<file path="src/rtl/div_pkg.sv">
// ============================================================================
// Module   : div_pkg
// Purpose  : Shared types and sizing constants for the iterative divider.
// Revision : 1.0 - initial release
// ============================================================================
`default_nettype none

package div_pkg;

    localparam int WIDTH = 16;
    localparam int CNT_W = 4;

    typedef enum logic [1:0] {
        ST_IDLE = 2'd0,
        ST_RUN  = 2'd1,
        ST_DONE = 2'd2
    } state_t;

endpackage : div_pkg

`default_nettype wire

</file>
<file path="src/rtl/sub_17.sv">
// ============================================================================
// Module   : sub_17
// Purpose  : Combinational two's-complement subtractor (a - b); borrow is the MSB.
// Revision : 1.0 - initial release
// ============================================================================
`default_nettype none

module sub_17 #(
    parameter int W = 17
) (
    input  logic [W-1:0] a_i,
    input  logic [W-1:0] b_i,
    output logic [W-1:0] diff_o,
    output logic         borrow_o
);

    // Operands never exceed 2^(W-1) apart, so the MSB of a + ~b + 1 is the borrow.
    assign diff_o   = a_i + ~b_i + W'(1);
    assign borrow_o = diff_o[W-1];

endmodule : sub_17

`default_nettype wire

</file>
<file path="src/rtl/div_16_seq.sv">
// ============================================================================
// Module   : div_16_seq
// Purpose  : Restoring shift-subtract unsigned divider, one quotient bit/clock.
// Revision : 1.0 - initial release
// ============================================================================
`default_nettype none

module div_16_seq #(
    parameter int WIDTH = 16
) (
    input  logic             clock,
    input  logic             reset_n,
    input  logic             start,
    input  logic [WIDTH-1:0] dividend,
    input  logic [WIDTH-1:0] divisor,
    output logic             ready,
    output logic             busy,
    output logic             done,
    output logic [WIDTH-1:0] quotient,
    output logic [WIDTH-1:0] remainder,
    output logic             div_by_zero
);

    import div_pkg::*;

    localparam logic [CNT_W-1:0] C_CNT_LAST = CNT_W'(WIDTH - 1);

    state_t           state_q, state_d;
    logic [WIDTH-1:0] q_q, q_d;
    // R[WIDTH] of the 17-bit partial remainder is provably zero (R < D), so only
    // the low WIDTH bits are stored.
    logic [WIDTH-1:0] r_q, r_d;
    logic [WIDTH-1:0] d_q, d_d;
    logic [CNT_W-1:0] cnt_q, cnt_d;
    logic             dbz_q, dbz_d;

    logic [WIDTH:0]   trial_w;
    logic             borrow_w;

    sub_17 #(
        .W (WIDTH + 1)
    ) u_sub (
        .a_i      ({r_q, q_q[WIDTH-1]}),
        .b_i      ({1'b0, d_q}),
        .diff_o   (trial_w),
        .borrow_o (borrow_w)
    );

    always_ff @(posedge clock or negedge reset_n) begin
        if (!reset_n) begin
            state_q <= ST_IDLE;
            q_q     <= '0;
            r_q     <= '0;
            d_q     <= '0;
            cnt_q   <= '0;
            dbz_q   <= 1'b0;
        end else begin
            state_q <= state_d;
            q_q     <= q_d;
            r_q     <= r_d;
            d_q     <= d_d;
            cnt_q   <= cnt_d;
            dbz_q   <= dbz_d;
        end
    end

    always_comb begin
        state_d = state_q;
        q_d     = q_q;
        r_d     = r_q;
        d_d     = d_q;
        cnt_d   = cnt_q;
        dbz_d   = dbz_q;
        case (state_q)
            ST_IDLE: begin
                if (start) begin
                    d_d   = divisor;
                    dbz_d = 1'b0;
                    if (divisor == '0) begin
                        q_d     = '1;
                        r_d     = dividend;
                        dbz_d   = 1'b1;
                        state_d = ST_DONE;
                    end else begin
                        q_d     = dividend;
                        r_d     = '0;
                        cnt_d   = '0;
                        state_d = ST_RUN;
                    end
                end
            end
            ST_RUN: begin
                if (!borrow_w) begin
                    r_d = trial_w[WIDTH-1:0];
                    q_d = {q_q[WIDTH-2:0], 1'b1};
                end else begin
                    r_d = {r_q[WIDTH-2:0], q_q[WIDTH-1]};
                    q_d = {q_q[WIDTH-2:0], 1'b0};
                end
                cnt_d = cnt_q + 1'b1;
                if (cnt_q == C_CNT_LAST) begin
                    state_d = ST_DONE;
                end
            end
            ST_DONE: begin
                state_d = ST_IDLE;
            end
            default: begin
                state_d = ST_IDLE;
            end
        endcase
    end

    assign ready       = (state_q == ST_IDLE);
    assign busy        = (state_q == ST_RUN);
    assign done        = (state_q == ST_DONE);
    assign quotient    = q_q;
    assign remainder   = r_q;
    assign div_by_zero = dbz_q;

endmodule : div_16_seq

`default_nettype wire

</file>
<file path="config.mk">
export PLATFORM = sky130hd
export DESIGN_NAME = div_16_seq
export DESIGN_NICKNAME = d
export VERILOG_FILES = /design/src/rtl/div_pkg.sv /design/src/rtl/sub_17.sv /design/src/rtl/div_16_seq.sv
export SDC_FILE = /design/constraint.sdc
export NUM_CORES = 1
export LEC_CHECK = 0
export ABC_AREA = 0
export BUFFER_PORTS_ARGS = -buffer_cell sky130_fd_sc_hd__buf_2
export CORE_ASPECT_RATIO = 0.8
export CORE_MARGIN = 1.5
export CORE_UTILIZATION = 50
export DETAILED_ROUTE_END_ITERATION = 6
export HOLD_SLACK_MARGIN = 0.05
export PLACE_DENSITY = 0.74
export SETUP_SLACK_MARGIN = 0.02
export SLEW_MARGIN = 20
export SYNTH_ARGS = -nofsm -noshare
export SYNTH_HDL_FRONTEND = slang
export SYNTH_SLANG_ARGS = --single-unit
</file>
<file path="constraint.sdc">
create_clock -name clock -period 2.76 [get_ports clock]
set_clock_uncertainty 0.05 [all_clocks]
set_input_delay 0.276 -clock clock [delete_from_list [all_inputs] [get_ports clock]]
set_output_delay 0.276 -clock clock [all_outputs]
set_load 0.1 [all_outputs]
</file>
Yosys cells after proc, flatten, opt, wreduce, memory -nomap -nowiden. Cells that the tools add are included.

Register bits after elaboration: 55. RAM bits: 0. ROM bits: 0. Memories: 0. Input bits: 35. Latch bits: 0.

Shift-type cells: 0. Magnitude comparators: 0. Multiply operators: 0. $add $sub $neg: 3. Muxes and demuxes: 16. Eq/ne operators: 6. Bitwise logic cells: 1. Reduce and logical (&&, ||, !) cells: 7. Div/mod/pow operators: 0.

Operators by type and width (count): 16-bit two-way mux (5); 16-bit one-hot mux with 2 select lines (2); 17-bit by 1-bit adder with 17-bit output, second input constant (1); 17-bit adder (1); 16-bit inverter with 17-bit output (1); 16-bit logical NOT (1); 4-bit two-way mux (2); 4-bit one-hot mux with 2 select lines (1); 2-bit two-way mux (3); 2-bit AND reduction (3); 4-bit by 1-bit adder with 4-bit output, second input constant (1); 4-bit equality test, second input constant (1); 2-bit != test, second input constant (2); 2-bit one-hot mux with 2 select lines (1); 3-bit AND reduction (1); 2-bit by 1-bit equality test with 1-bit output, second input constant (1); 2-bit equality test, second input constant (1); 2-bit logical NOT (1); 1-bit two-way mux (2); 2-bit by 1-bit != test with 1-bit output, second input constant (1); 2-bit nonzero test (1).

Longest topological paths before layout.
Word-level depth: 5. Mapped depth: 11.

Modules after synthesis. From an unflattened synthesis, not the netlist that was laid out.

Cells, all modules: 416. Area, all modules: 3634.7 um^2.

By module, submodules not included: div_16_seq (instances 1, seq. area each 1376.3 um^2, area each 2742.6 um^2, cells each 283); sub_17 (instances 1, seq. area each 0.0 um^2, area each 892.1 um^2, cells each 133).

Worst setup path before layout. No wires, ideal clock.

Path kind: reg2reg. Start point: register q_q[15], in the netlist quotient[15]. End point: register r_q[0], in the netlist remainder[0]. Data required time: 2.627 ns. Arrival: 3.211 ns. Buffers on the path: 0. Setup slack: -0.584 ns. Library setup time: 0.083 ns. Cell stages (with the launch flop): 11. Clock period less this slack: 3.344 ns. Cell sequence: dfrtp_1 > inv_1 > ha_1 > fa_1 > nand2b_1 > a21oi_2 > o2111ai_2 > a21oi_2 > xor2_4 > mux2_2 > o21ai_0.

Cells in the longest elaborated chain, start to end: 4.

Ends and longest elaborated chain: start, declared (RTL line div_16_seq.sv:29) `logic [WIDTH-1:0] q_q, q_d;`; start signal, assigned (RTL line div_16_seq.sv:59) `q_q <= q_d;`; 17-bit adder (RTL line sub_17.sv:18) `assign diff_o = a_i + ~b_i + W'(1);`; 17-bit by 1-bit adder with 17-bit output (RTL line sub_17.sv:18); 16-bit two-way mux (*) (RTL line div_16_seq.sv:93) `if (!borrow_w) begin`; 16-bit one-hot mux with 2 select lines (*) (RTL line div_16_seq.sv:74) `case (state_q)`; end signal, assigned (RTL line div_16_seq.sv:60) `r_q <= r_d;`; end, declared (RTL line div_16_seq.sv:32) `logic [WIDTH-1:0] r_q, r_d;`.

Mark *: on every way between the ends. The rest lies on a longest branch, timed or not. A chain may end at the register's enable or synchronous reset.

Final worst setup path.
Start point: register q_q[15], in the netlist quotient[15]. End point: register r_q[2], in the netlist remainder[2].

Cells in the longest elaborated chain, start to end: 4.

Ends and longest elaborated chain (RTL line): 17-bit adder (sub_17.sv:18); 17-bit by 1-bit adder with 17-bit output (sub_17.sv:18); 16-bit two-way mux (div_16_seq.sv:93); 16-bit one-hot mux with 2 select lines (div_16_seq.sv:74).

Every way passes these cells.

==> impl_metrics.py <==
metrics = {
    "outcome": {
        "status": "complete, no violations",
    },
    "timing": {
        "fin_crit_sh": 0.964,
        "fmax_mhz": 376,
        "setup_violations": 0,
        "tightest_slew_ns": 0.850,
        "holdWs_ns": 0.131,
        "slew_viol_final": 0,
        "final_hold_viol_count": 0,
        "period_needed_ns": 2.66,
        "maxSlewHeadroom": 0.433,
    },
    "floorplanning": {
        "io_pins": 71,
        "dieArea_um2": 7110,
        "num_rows": 26,
        "die_h_um": 75.7,
        "die_x_um": 93.9,
        "design.core.area_um2": 6380,
        "start_util": 0.519,
    },
    "synth": {
        "ys_ff_latch": 55,
        "ys_types": 42,
        "async_flop_share": 1.00,
        "synthesis.nets": 426,
        "avgSynthCellArea_um2": 8.87,
        "syn_inst": 373,
        "syn_area_um2": 3310,
        "synth-edff-count": 0,
        "synthFlopType": "dfrtp_1",
        "ys_warn_count": 0,
        "seq_area_frac_synth": 0.416,
    },
    "clock_network": {
        "htree_num_levels": 2,
        "clockBufferDepth": 2,
        "clockRootBuffer": "clkbuf_8",
        "clk_pin_slew_ns": 0.10,
        "clk-insertion-delay-late_ns": 0.31,
        "cts_tree": "yes",
        "cts_num_sinks": 55,
        "cts_inserted_buffers": 5,
    },
    "global_routing": {
        "grt_use_total": 0.246,
        "grt_pass1_wl_um": 13400,
        "overflow": 0,
        "grt_pass1_vias": 2769,
        "grt_start_max_net_pins": 33,
        "antenna_found_initial": 0,
    },
    "setup_path": {
        "rrSetupSlack_ns": 0.1,
        "cp-start-kind": "flip-flop",
        "cp_data_arrival_time_ns": 2.79,
        "worst_setup_path_end_kind": "flip-flop",
        "worstSetupPathType": "flip-flop to flip-flop",
        "crit_required_ns": 2.89,
        "path_max_fanout": 5,
    },
    "cells_and_area": {
        "fin_nets": 498,
        "final_util": 0.633,
        "fin_area_um2": 4030,
        "final_layout_size_suffix_gt1_frac": 0.251,
        "n_antenna_cell": 0,
        "synthToLayoutAreaGrowth_pct": 22.0,
        "final_common_cell": "buf_2",
        "layout_common_cells": "buf_2 (69), nand2_1 (52), dfrtp_1 (45)",
    },
    "placed_design": {
        "place_congestion": 0.879,
        "hpwlAfterDp_um": 6240,
        "port_buffers": 70,
        "dpl-instance-area_um2": 3840,
    },
    "routing": {
        "post_drt_wl_per_cell_um": 15.9,
        "drtAntennaViolNets": 0,
        "routed_wl_um": 8400,
        "drcViolationCount": 0,
        "vias": 3044,
        "drtPass1Iterations": 4,
        "drt_iter0_markers": 249,
        "vias_per_cell": 5.74,
    },
    "hold_path": {
        "hp-class": "input pin to flip-flop",
    },
    "flow_run": {
        "drv_cap": 0,
    },
}
per-layer routing:
layer	part of all wire	global-route usage
met5	0	0
met4	0.017	0.0962
met3	0.064	0.0439
met2	0.45	0.377
met1	0.47	0.350
final timing paths:
path	depth (start not counted)	startpoint	to
max reg2reg	12	quotient[15]	remainder[2]
min reg2reg	1	cnt_q[0]	cnt_q[0]
max in group asynchronous	3	reset_n	remainder[3]
min	3	divisor[8]	d_q[8]
max	12	quotient[15]	remainder[2]
min in group asynchronous	2	reset_n	quotient[5]
stage by stage:
stage	TNS (ns)	setup slack, ns	std cells
after floorplan	-0.229	-0.0393	373
after global placement	0	0.190	519
after detailed placement	0	0.116	519
after CTS	0	0.0855	528
after global routing	-0.0148	-0.0148	530
final	0	0.0984	530
final cells by class:
cell class	count	area, um^2
clock buffers	6	72.6
clock inverters	2	60.1
fillers	580	2340
inverters	21	81.3
multi-input cells	279	1810
flip-flops and latches	55	1390
well taps	84	105
repair buffers	83	508
repair_timing:
action / in CTS / in global routing
endpoints found under the hold margin: 26 / 0
endpoints found under the setup margin: 0 / 5
resized for setup: 0 / 1
hold buffers: 1 / 0
setup buffers: 0 / 1
cells by family after synthesis:
logic type | share of synthesized area
XOR/XNOR | 0.0454
AO/OA/AOI/OAI | 0.215
multiplexers | 0.0431
buffers and inverters | 0.0477
adder cells (fa/ha/maj) | 0.0704
AND/OR/NAND/NOR | 0.163
flip-flops | 0.416
flip-flops by register name, indices dropped and copies added (netlist names):
register     count
remainder       16
div_by_zero      1
d_q             16
state_q          2
cnt_q            4
quotient        16
critical path: stages (launching register included):
cell,delay [ns]
dfrtp_4,0.44
inv_4,0.04
ha_4,0.15
fa_2,0.34
nand2b_4,0.15
a21oi_2,0.15
o2111ai_2,0.15
a21oi_2,0.27
xor2_4,0.18
buf_12,0.14
buf_4,0.14
mux2i_1,0.21
o21ai_0,0.10
synth_stat cells (2+ instances only):
cell	instances	area (um^2)
nand2_1	52	195
nor2_1	23	86.3
mux2i_1	12	120
xor2_1	8	70.1
a21oi_2	2	17.5
clkbuf_1	15	56.3
a21boi_0	3	22.5
o31ai_1	15	113
ha_1	17	213
a22oi_1	16	120
inv_1	21	78.8
nor2b_1	4	25.0
a21o_1	3	22.5
and2_1	3	18.8
o211ai_1	5	37.5
buf_1	2	7.51
nor3_1	16	80.1
nand4_1	2	12.5
a31oi_1	3	18.8
nor4_1	4	25.0
dfrtp_1	55	1380
o21ai_1	7	35.0
a21oi_1	18	90.1
mux2_2	2	22.5
and3_1	2	12.5
xnor2_1	6	52.6
nand2b_1	9	56.3
o21ai_0	34	170
Power is not shown: default switching activity piles up to over one toggle a cycle in this logic, so the estimate is an artifact.
